===== config.mk =====
export PLATFORM = sky130hd
export DESIGN_NAME = button_debounce
export DESIGN_NICKNAME = d
export VERILOG_FILES = /design/src/rtl/button_debounce.sv
export SDC_FILE = /design/constraint.sdc
export NUM_CORES = 1
export LEC_CHECK = 0
export BUFFER_PORTS_ARGS = -buffer_cell sky130_fd_sc_hd__buf_4
export CAP_MARGIN = 20
export CORE_UTILIZATION = 62
export DETAILED_ROUTE_END_ITERATION = 8
export PLACE_DENSITY_LB_ADDON = 0.05
export SYNTH_ARGS = -nofsm -noshare
export SYNTH_HDL_FRONTEND = slang
export SYNTH_SLANG_ARGS = --single-unit

===== constraint.sdc =====
create_clock -name Clock -period 5.4 [get_ports Clock]
set_clock_uncertainty 0.1 [all_clocks]
set_input_delay 0.54 -clock Clock [delete_from_list [all_inputs] [get_ports Clock]]
set_output_delay 0.54 -clock Clock [all_outputs]
set_load 0.005 [all_outputs]

===== src/rtl/button_debounce.sv =====
// Debounces one raw push-button pin into a clean active-high pressed level.
// Two-flop synchronizer, then a 4-state confirm FSM with a hold counter.
module button_debounce #(
  parameter int CNT_MAX    = 500000,
  parameter int ACTIVE_LOW = 1
) (
  input  logic Clock,
  input  logic Reset,
  input  logic Bi,
  output logic Bo
);

  localparam int             CW   = $clog2(CNT_MAX + 1);
  localparam logic [CW-1:0]  LAST = CW'(CNT_MAX - 1);
  localparam logic           REL  = (ACTIVE_LOW != 0) ? 1'b1 : 1'b0;

  typedef enum logic [1:0] {
    IDLE      = 2'b00,
    ARMING    = 2'b01,
    PRESSED   = 2'b10,
    RELEASING = 2'b11
  } state_t;

  state_t        state, state_nxt;
  logic [CW-1:0] cnt, cnt_nxt;
  logic          s1, s2, lvl;

  always_ff @(posedge Clock) begin
    if (Reset) begin
      s1 <= REL;
      s2 <= REL;
    end else begin
      s1 <= Bi;
      s2 <= s1;
    end
  end

  assign lvl = (ACTIVE_LOW != 0) ? ~s2 : s2;

  always_ff @(posedge Clock) begin
    if (Reset) begin
      state <= IDLE;
      cnt   <= '0;
    end else begin
      state <= state_nxt;
      cnt   <= cnt_nxt;
    end
  end

  // Any opposite-level sample inside a candidate window drops back to the
  // confirmed state, so the window restarts from zero on the next attempt.
  always_comb begin
    state_nxt = state;
    cnt_nxt   = '0;
    case (state)
      IDLE: begin
        if (lvl) state_nxt = ARMING;
      end
      ARMING: begin
        if (!lvl)             state_nxt = IDLE;
        else if (cnt == LAST) state_nxt = PRESSED;
        else                  cnt_nxt   = cnt + CW'(1);
      end
      PRESSED: begin
        if (!lvl) state_nxt = RELEASING;
      end
      RELEASING: begin
        if (lvl)              state_nxt = PRESSED;
        else if (cnt == LAST) state_nxt = IDLE;
        else                  cnt_nxt   = cnt + CW'(1);
      end
      default: state_nxt = IDLE;
    endcase
  end

  // Decoded from the state register only, so no glitch path from the pin.
  assign Bo = (state == PRESSED) || (state == RELEASING);

endmodule


; ---- Word level (Yosys, flattened, before mapping)
; Index checks and enable logic that the tools add are counted.
[word_totals]
elab_cells = 27
n_memories = 0
latchBits = 0
romBits = 0
ff_bits = 23
ram_bits = 0
inputBits = 3
output_inout_bits = 1
[classes]
n_div = 0
addsub = 1
n_mul = 0
bitwise = 0
mux = 11
n_eq_ne = 8
magnitude_cmp = 0
n_reduce_logical = 3
shift = 0
[op_table]
columns = operator, n
row1 = two-way mux 19 bit, 3
row2 = one-hot mux 19 bit (2 select lines), 1
row3 = "adder 19 x 1 -> 19 bit, second input constant", 1
row4 = "== test 19 bit, second input constant", 1
row5 = two-way mux 2 bit, 6
row6 = one-hot mux 2 bit (4 select lines), 1
row7 = "!= test 3 bit, second input constant", 2
row8 = "== test 2 bit, second input constant", 2
row9 = "!= test 2 bit, second input constant", 2
row10 = AND reduction 4 bit, 1
row11 = "== test 2 x 1 -> 1 bit, second input constant", 1
row12 = zero test 2 bit, 1
row13 = logical OR 1 bit, 1

; ---- Depth between registers and ports, before layout
[depth]
depth_word = 4
mapped_depth = 7
depth_no_buf = 5

; ---- Least setup slack after synthesis
; Ideal clock, no wire load.
[synth_timing]
path_type = reg-to-reg
startpoint = register cnt[0]
endpoint = register with a tool-made name
path_buffers = 1
required_time_ps = 5179
setup_time_ps = 121
setup_slack_ps = 3542
stages_incl_launch_ff = 7
t_arrival_ps = 1638
synth_period_minus_slack_ps = 1858
cell_sequence = dfxtp_1 > ha_1 > and4_2 > buf_2 > nand4_1 > nor3_1 > mux2_2
[synth_lines]
columns = element, line_no
row1 = from (decl), 25  ; logic [CW-1:0] cnt, cnt_nxt;
row2 = from (signal assigned), 46  ; cnt <= cnt_nxt;

; ---- Worst setup path in the final report
[layout_timing]
startpoint = register cnt[0]
endpoint = register cnt[10]
[layout_via]
elab_chain_len = 4
elab_cells_between_ends = 6
cone_classes = 1 x add/sub / 1 x eq/ne / 4 x mux
[layout_rtl]
columns = element, line_no
row1 = adder 19 x 1 -> 19 bit or == test 19 bit (tied branches), --
row2 = two-way mux 19 bit *, "61, 69"
row3 = "two-way mux 19 bit, on equally long branches", "68, 60"
row4 = one-hot mux 19 bit (2 select lines) *, 55  ; case (state)
; Every way passes the cells marked *; elsewhere a longest branch is shown, timed or not.
; A chain may end at the register's enable or synchronous reset.

==> flow_summary.ini <==
[final_layout]
area_growth_pct = 5.263
fillers = 121
utilization = 0.7061
nets = 122
multi_input_area_um2 = 534.3
drive_gt1_frac = 0.1453
antennaDiodeCount = 0
finalInstanceArea_um2 = 1076
seq_area_um2 = 460.4
instances_no_fill = 133

[sta]
setup_violations = 0
worst_pin_slew_ps = 677.9
rsz0062_at_grt = no
fmax_ghz = 0.4892
layout_min_cycle_time_ps = 2044
slew_viol_final = 0
hold_violations = 0
slew_headroom = 0.5477
period_share = 0.3786
setup_tns_ps = 0

[floorplanning]
coreArea_um2 = 1524
die_area_um2 = 1815
io-pin-count = 4
row_count = 14
die_height_um = 42.61
initial_core_util = 0.6708
die_x_um = 42.61

[placement]
place_inst = 129
hpwl_um = 1211
place.gp.congestion = 0.8413
numPortBuffers = 3
place_area_um2 = 1049

[yosys]
synth_cell_type_count = 34
syn_nets = 117
avgSynthCellArea_um2 = 9.046
ys_ff_latch = 23
yosysSeqAreaShare = 0.4504
synth.largest_area_cell = dfxtp_1
yosysWarningCount = 0
syn_area_um2 = 1022
synth.area.top_cells = dfxtp_1 45%, nor2_1 7.0%, xnor2_1 6.0%, xor2_1 6.0%, nand4_1 3.7%
synth_top_area_frac = 0.4504
syn_inst = 113

[critical_path]
regToRegSetupSlack_ps = 3360
cp-end-kind = register
crit_buf_inv = 0
critical-path-top-delay-family = simple AND/OR/NAND/NOR gates
crit_arrival_ps = 2120
start_kind = register
crit_type = reg2reg
critPathMaxStageDelay_ps = 580
cp.required_ps = 5470
reg2reg_depth = 5
r2r-end = cnt[10]
cp_max_fo = 17
cp_slowest_cell = o21bai_2
rr_startpoint = cnt[0]
worstPathCellList = ha_1 > and4_2 > nand4_1 > o21bai_2 > nor2_1

[cts]
ctsResizeCount = 0
worst_skew_pair.late_latency_ps = 300
cts_htree_levels = 1
cts_hold_buf = 0
clk_path_buf_depth = 2
clkSlewWorstSetupHoldPaths_ps = 120
cts_tree = yes
cts_setup_buffers = 0
cts_root_buf = clkbuf_4
cts_buffers = 3
cts_sinks = 23

[global_route]
grt_pass1_vias = 719
antenna_found_initial = 0
grt_first_pass_wirelength_um = 2822
grt_max_degree = 18
grt_usage = 0.2014
overflow = 0

[route]
wire_per_inst_um = 12.14
num_vias = 801
wirelength_um = 1614
drtPass1Iterations = 5
drc = 0
drtIter0Drc = 19
via_per_inst = 6.023
postRouteAntennaNets = 0

[min_path]
hold_class = in2reg
hp-start = Bi
min_path_cells = 2
hold_end = s1

[pwr]
powerDensity_nw_per_um2 = 232.0
peakVddDrop_uv = 151.4
p_leak_nw = 0.3203

[status]
status = finished, final reports clean

[job]
drv_cap = 0
[cells in the final DEF (no fill, tap or decap), types with 2 or more instances in the layout]
cell type and n:
or2_2 2, nand4_1 6, nor3_1 2, or3_1 2, nand2_1 5, xor2_1 7, dfxtp_1 23, inv_1 3
a21oi_1 3, o21ai_0 2, nor4_1 2, nor2_1 19, and4_1 2, nor4b_1 2, nand3_1 7, clkbuf_4 3
xnor2_1 7, buf_4 3, o31ai_1 2
[worst max path at each step]
stage / end / startpoint / cells after the start
after floorplan: register / cnt[0] / 6
after global placement: cnt[11] / cnt[0] / 5
after detailed placement: cnt[12] / cnt[0] / 5
after CTS: cnt[12] / cnt[0] / 5
after global routing: cnt[11] / cnt[0] / 5
final: cnt[10] / cnt[0] / 5
[stage by stage]
stage	power [mW]	worst slack [ps]	hold slack (ps)
final	0.2496	3356	309.3
after global routing	0.2585	3175	305.7
after floorplan	0.1762	3542	289.5
after CTS	0.2523	3331	302.7
after detailed placement	0.1778	3354	296.9
after global placement	0.1777	3428	290.9
[power by group]
group | switching (mW) | total [mW] | internal (mW)
Clock | 0.0480 | 0.0757 | 0.0276
Sequential | 0.000368 | 0.171 | 0.171
Combinational | 0.00110 | 0.00305 | 0.00194
[final cells by class]
cell class | count | share of cell area
well taps | 16 | 0.01860
clock buffers | 3 | 0.02093
flip-flops and latches | 23 | 0.4279
inverters | 3 | 0.01047
repair buffers | 3 | 0.02093
multi-input cells | 84 | 0.4965
clock inverters | 1 | 0.004651
[kinds of logic after synthesis]
group	synth area share
AO/OA/AOI/OAI	0.05874
XOR/XNOR	0.1200
adder cells (fa/ha/maj)	0.01224
buffers and inverters	0.02692
flip-flops	0.4504
multiplexers	0.01102
AND/OR/NAND/NOR	0.3207
[sequential cells by signal, summed over array words and instances (netlist names), named ones only]
name   cells
s2         1
cnt       19
s1         1
state      1
[worst reg2reg max path, stage by stage, from the launching register on]
cell and delay, ps:
dfxtp_1 410, ha_1 230, and4_2 330, nand4_1 150, o21bai_2 590, nor2_1 110
[layer usage]
metal / GRT usage / vias up / part of all wire
li1: - / 403 / -
met1: 0.2486 / 377 / 0.49
met2: 0.3446 / 17 / 0.47
met3: 0.02586 / 4 / 0.028
met4: 0.09375 / 0 / 0.013
met5: 0 / - / 0
[cell usage after synthesis (all sizes together)]
cell type  count
nand4          6
buf            2
nor4           2
clkbuf         1
o21ai          2
nor3           2
nand3b         1
or2            2
o21bai         1
xnor2          7
or3            3
and4           3
mux2           1
nor4b          2
nor2          19
and3           1
inv            3
nand2          6
nor2b          1
ha             1
or4            2
dfxtp         23
nand3          8
a21oi          4
xor2           7
o31ai          2
nand2b         1
Note: power is estimated with default switching activity, not from simulation.
